[src/rtl/hilo_mac.sv]
// HI/LO register pair with MTHI/MTLO writes and a two-cycle multiply-accumulate path.
// Accumulate ops register the product first and fold it into {hi,lo} on the following edge.
module hilo_mac #(
  parameter int WIDTH = 32
) (
  input  logic             clk,
  input  logic             rst,
  input  logic             i_valid,
  output logic             o_ready,
  input  logic [2:0]       i_op,
  input  logic [WIDTH-1:0] i_hi,
  input  logic [WIDTH-1:0] i_lo,
  input  logic [WIDTH-1:0] i_a,
  input  logic [WIDTH-1:0] i_b,
  input  logic             i_flush,
  output logic [WIDTH-1:0] hi,
  output logic [WIDTH-1:0] lo,
  output logic             o_busy
);

  // state   | meaning
  // IDLE    | ready; register writes commit directly, accumulates load the product
  // MUL     | product registered; fold into {hi,lo} next edge unless flushed

  typedef enum logic {
    ST_IDLE = 1'b0,
    ST_MUL  = 1'b1
  } state_t;

  localparam logic [2:0] OP_NOP     = 3'd0;
  localparam logic [2:0] OP_WR_BOTH = 3'd1;
  localparam logic [2:0] OP_WR_HI   = 3'd2;
  localparam logic [2:0] OP_WR_LO   = 3'd3;

  state_t                 state_q, state_d;
  logic [WIDTH-1:0]       hi_q, hi_d;
  logic [WIDTH-1:0]       lo_q, lo_d;
  logic [2*WIDTH-1:0]     prod_q, prod_d;
  logic                   sub_q, sub_d;

  logic                   accept;
  logic                   op_signed;
  logic [2*WIDTH-1:0]     a_ext;
  logic [2*WIDTH-1:0]     b_ext;
  logic [2*WIDTH-1:0]     acc;
  logic [2*WIDTH-1:0]     acc_next;

  // Ops 4/6 are signed, 5/7 unsigned; the low 2*WIDTH bits of the extended
  // product are the exact result in both cases.
  assign op_signed = ~i_op[0];
  assign a_ext     = op_signed ? {{WIDTH{i_a[WIDTH-1]}}, i_a} : {{WIDTH{1'b0}}, i_a};
  assign b_ext     = op_signed ? {{WIDTH{i_b[WIDTH-1]}}, i_b} : {{WIDTH{1'b0}}, i_b};

  assign acc      = {hi_q, lo_q};
  assign acc_next = sub_q ? (acc - prod_q) : (acc + prod_q);

  assign o_ready = (state_q == ST_IDLE);
  assign o_busy  = (state_q == ST_MUL);
  assign accept  = i_valid && (state_q == ST_IDLE) && !i_flush;

  always_ff @(posedge clk) begin
    if (rst) begin
      state_q <= ST_IDLE;
      hi_q    <= '0;
      lo_q    <= '0;
      prod_q  <= '0;
      sub_q   <= 1'b0;
    end else begin
      state_q <= state_d;
      hi_q    <= hi_d;
      lo_q    <= lo_d;
      prod_q  <= prod_d;
      sub_q   <= sub_d;
    end
  end

  always_comb begin
    state_d = state_q;
    hi_d    = hi_q;
    lo_d    = lo_q;
    prod_d  = prod_q;
    sub_d   = sub_q;

    case (state_q)
      ST_IDLE: begin
        if (accept) begin
          if (i_op[2]) begin
            prod_d  = a_ext * b_ext;
            sub_d   = i_op[1];
            state_d = ST_MUL;
          end else begin
            case (i_op)
              OP_WR_BOTH: begin
                hi_d = i_hi;
                lo_d = i_lo;
              end
              OP_WR_HI: hi_d = i_hi;
              OP_WR_LO: lo_d = i_lo;
              OP_NOP:   ;
              default:  ;
            endcase
          end
        end
      end

      ST_MUL: begin
        state_d = ST_IDLE;
        if (!i_flush) begin
          {hi_d, lo_d} = acc_next;
        end
      end

      default: state_d = ST_IDLE;
    endcase
  end

  assign hi = hi_q;
  assign lo = lo_q;

endmodule

[config.mk]
export PLATFORM = sky130hd
export DESIGN_NAME = hilo_mac
export DESIGN_NICKNAME = d
export VERILOG_FILES = /design/src/rtl/hilo_mac.sv
export SDC_FILE = /design/constraint.sdc
export NUM_CORES = 2
export LEC_CHECK = 0
export CAP_MARGIN = 10
export CORE_MARGIN = 2
export CORE_UTILIZATION = 55
export DETAILED_ROUTE_END_ITERATION = 10
export PLACE_DENSITY = 0.73
export SYNTH_ARGS = -nofsm -noshare
export SYNTH_HDL_FRONTEND = slang
export SYNTH_SLANG_ARGS = --single-unit
[constraint.sdc]
create_clock -name clk -period 12.65 [get_ports clk]
set_clock_uncertainty 0.1 [all_clocks]
set_input_delay 1.8975 -clock clk [delete_from_list [all_inputs] [get_ports clk]]
set_output_delay 1.8975 -clock clk [all_outputs]
set_load 0.01 [all_outputs]
## Yosys cells after proc, flatten, opt, wreduce, memory -nomap -nowiden

Cells that the tools add are included.

| storage, ports and cells | value |
|---|---|
| bits in registers | 130 |
| output and inout bits | 66 |
| word-level logic and storage cells | 41 |

| operators by class | value |
|---|---|
| eq/ne operators | 8 |
| $add $sub $neg | 2 |
| reduce and logical (&&, ||, !) cells | 8 |
| multipliers | 1 |
| mux-type cells | 16 |
| bitwise gates (word level) | 1 |

Operators by type and width:

| kind | number |
|---|---|
| $mux W32 | 8 |
| $mux W64 | 3 |
| $pmux W32 S2 | 2 |
| $add A64 B64 Y64 | 1 |
| $mul A64 B64 Y64 | 1 |
| $sub A64 B64 Y64 | 1 |
| $ne A2 B2 Y1 const B | 4 |
| $reduce_and A4 Y1 | 2 |
| $eq A3 B2 Y1 const B | 2 |
| $reduce_or A2 Y1 | 2 |
| $eq A3 B1 Y1 const B | 1 |
| $reduce_and A3 Y1 | 1 |
| $logic_and A1 B1 Y1 | 2 |
| $mux W1 | 2 |
| $ne A2 B1 Y1 const B | 1 |
| $pmux W1 S2 | 1 |
| $logic_not A1 Y1 | 1 |
| $not A1 Y1 | 1 |

## Longest topological paths before layout

| logic depth | value |
|---|---|
| word-level depth | 6 |
| gate-level depth with buffers | 36 |
| gate-level depth less buffers | 34 |

## Worst setup path before layout

Ideal clock, no wire load.

| timing | value |
|---|---|
| path type | input port to flip-flop |
| start | in i_a[31] |
| end | reg prod_q[61] |
| path slack | 1.892 ns |
| stages | 29 |
| library setup time | 0.138 ns |
| buffers on the path | 2 |
| arrival time | 10.520 ns |
| cells stage by stage | nor2b_1 -> clkbuf_1 -> clkbuf_1 -> nand2_1 -> fa_1 -> inv_1 -> fa_1 -> fa_1 -> fa_1 -> inv_1 -> fa_1 -> inv_1 -> fa_1 -> fa_1 -> fa_1 -> fa_1 -> inv_1 -> fa_1 -> inv_1 -> ha_1 -> a21o_1 -> a21o_1 -> a21o_1 -> a21o_1 -> a211oi_1 -> nand2_1 -> a31o_2 -> nand2_1 -> o221ai_1 |

| between the ends | value |
|---|---|
| word-level cells in the longest chain between the ends | 2 |

RTL lines:

| item | line | text |
|---|---|---|
| start, declared | 13 | `input logic [WIDTH-1:0] i_a,` |
| $mux W64 | 51 | `assign a_ext = op_signed ? {{WIDTH{i_a[WIDTH-1]}}, i_a} : {{WIDTH{1'b0}}, i_a};` |
| $mul A64 B64 Y64 | 88 | `prod_d = a_ext * b_ext;` |
| end signal, assigned | 72 | `prod_q <= prod_d;` |
| end, declared | 38 | `logic [2*WIDTH-1:0] prod_q, prod_d;` |

No other way between the ends.
A chain may end at the register's enable or synchronous reset.

## Worst setup path in the final report

| timing | value |
|---|---|
| start | in i_op[0] |
| end | reg prod_q[51] |

| between the ends | value |
|---|---|
| word-level cells in the longest chain between the ends | 2 |

RTL lines:

| item | line | text |
|---|---|---|
| start, declared | 10 | `input logic [2:0] i_op,` |
| $mux W64 (on tied branches) | 51, 52 |  |
| $mul A64 B64 Y64 * | 88 |  |

Mark *: on every way between the ends. The rest lies on a longest branch, timed or not.

==> results.md <==
- Worst endpoint data arrival time: 12.21 ns
- Ys flop type: dfxtp_1
- Mapped Avg Cell Area: 8.95 um^2
- CTS tree: yes
- Setup bufs post-CTS: 0
- Synth Area in Compound Gates: 0.0752
- Sequential share of the synthesized area: 0.0448
- # rows: 119
- Req. time, crit path: 12.92 ns
- Clk buf depth: 2
- Worst Hold Slack: 0.352 ns
- Highest clock rate: 83.8 MHz
- Die width: 329 um
- Post-Synth XOR/XNOR Area: 0.0351
- Startpoint Class: input port
- Synth-to-Final Area Change: 7.12%
- Final Cell Area: 62200 um^2
- Core ar.: 105000 um^2
- Detailed Route WL: 164 mm
- Max Slew Vio Count: 0
- Hold Path Class: reg -> reg
- Clk sinks: 130
- Nets: 8437
- Period minus WS final: 11.94 ns
- I/O pin count: 201
- Ys Warns: 0
- Status: finished, final reports clean
- FF+latch count, synth: 130
- Vias: 43427
- Clk Latency, worst-skew pair: 0.44 ns
- Mapped Nets: 8416
- CTS Hold Buffers Added: 0
- Root Driver: clkbuf_16
- DRC viols: 0
- Maximum fanout along the worst path: 23
- RD Place Congestion: 0.977
- GRT Resource Usage Total: 0.313
- Fill count: 9235
- Most common cell after layout, fill and taps aside: inv_1
- Share of layout cells above drive strength 1: 0.0313
- Ys async rst share: 0
- CTS clk-pin slew, worst paths: 0.06 ns
- CP dominant cell by count: fa_1
- Proportion of synthesized area in mux cells: 0.00517
- Critical path class: in -> reg
- RSZ-0062 raised after global routing: false
- Largest family of logic cells by synthesized area: adder cells
- Vias in the first global route: 46867
- Simple-gate share of the synthesized area: 0.147
- Hold Crit Start: sub_q$_SDFFE_PP0P_
- DR pass1 iterations: 6
- Total die area: 108000 um^2
- Fraction of the mapped netlist area in adder cells: 0.570
- Post-synth design cell area: 58100 um^2
- WL/cell: 20.7 um
- First-pass GRT wire length: 261 mm
- Dpl cell area: 61500 um^2
- Cells after Synth: 6486
- Largest stage delay, worst path: 0.90 ns
- Endpoint class of the critical path: register
- Synth unique cells: 71
- H-tree levels: 4
- Fin crit share: 0.944
- Post-synth EDFFs: 0
- Initial antenna violation count: 10
- Final hold vios: 0
- Overflow after GRT: 0
- CTS resizes: 0
- Reg2Reg Setup Slack: 7.07 ns
- Via density: 5.49
- Drt initial violations: 3348
- Reg2reg start: prod_q[18]$_SDFFE_PP0P_
- Detailed placement HPWL: 141 mm
- # Max-Cap Violations: 0
- Finish-stage setup viols: 0
- ANT nets after route: 0
- Largest net degree at the start of global routing: 72
- Die height: 329 um
- CP max stage cell: fa_1
- CTS buffer count: 17
- Slew HR: 0.224
- Commonest non-fill, non-tap cells in the layout: inv_1 (1562), fa_1 (1416), nand2_1 (708), and2_1 (597), ha_1 (379)
- Worst Tran Pin Value: 1.16 ns
- Critical Path Source: i_op[0]
- Input/output buffers: 200
- Initial Utilization: 0.553
- Sum Neg Setup Slack: 0 ns
-- Yosys cell counts (all sizes together) (23+ instances only) --
cell	n	area, um^2
a211oi	45	338
a21o	74	556
or3	23	144
xor2	42	368
nand4	42	263
a31oi	30	188
xnor2	190	1670
o21bai	36	270
ha	379	4740
a21oi	280	1400
inv	1562	5860
mux2i	30	300
nor2	165	619
fa	1416	28300
nor3	42	221
o21ai	98	490
nand2b	24	150
and2	598	3740
clkbuf	306	1150
dfxtp	130	2600
nand3	33	165
nand2	708	2660
-- critical path: cells and delay by family --
kind	cells	cell delay (ns)
simple gates	3	0.92
compound gates	7	1.77
fa+ha+maj	11	5.73
buf+inv	8	1.65
xor+xnor	1	0.17
-- layer usage --
| layer | up-vias | GRT usage | part of all wire |
|---|---|---|---|
| li1 | 19370 | - | - |
| met1 | 22056 | 0.440 | 0.43 |
| met2 | 1752 | 0.496 | 0.45 |
| met3 | 243 | 0.0686 | 0.096 |
| met4 | 6 | 0.0781 | 0.023 |
| met5 | - | 0 | 0.00020 |
-- cell families after synthesis --
kind of cell / Yosys count
DFF: 130
AOI/OAI and AO/OA: 696
muxes: 30
buffers and inverters: 1886
and+or+nand+nor: 1715
adders and majority gates: 1797
xor gates and xnor gates: 232
-- layout make-up --
type,instances,area [um^2],area share
Inverter,1562,5860,0.0943
Clock inverter,14,224,0.00360
Sequential cell,130,2610,0.0419
Tap cell,1391,1740,0.0280
Antenna cell,6,15.0,0.000241
Multi-Input combinational cell,4470,48400,0.778
Timing Repair Buffer,326,2930,0.0470
Clock buffer,18,429,0.00690
-- sequential cells by signal, summed over array words and instances, names as in the netlist --
register and flops:
o_busy 1, lo 32, hi 32, sub_q 1, prod_q 64
-- metrics by stage --
step / worst slack, ns / utilization / std cells
2_1_floorplan: 1.89 / - / 6486
3_3_place_gp: 0.543 / 0.586 / 7879
3_5_place_dp: 0.452 / 0.586 / 7879
4_1_cts: 0.908 / 0.592 / 7911
5_1_grt: 0.356 / 0.592 / 7915
6_report: 0.711 / 0.592 / 7917
-- worst paths after layout --
kind / endpoint / cells after the start
worst max-delay path: prod_q[51]$_SDFFE_PP0P_ / 30
worst min-delay path: sub_q$_SDFFE_PP0P_ / 2
worst max register to register: hi[26]$_SDFFE_PP0P_ / 16
worst min register to register: sub_q$_SDFFE_PP0P_ / 2
Power is not shown: default switching activity piles up to over one toggle a cycle in this logic, so the estimate is an artifact.
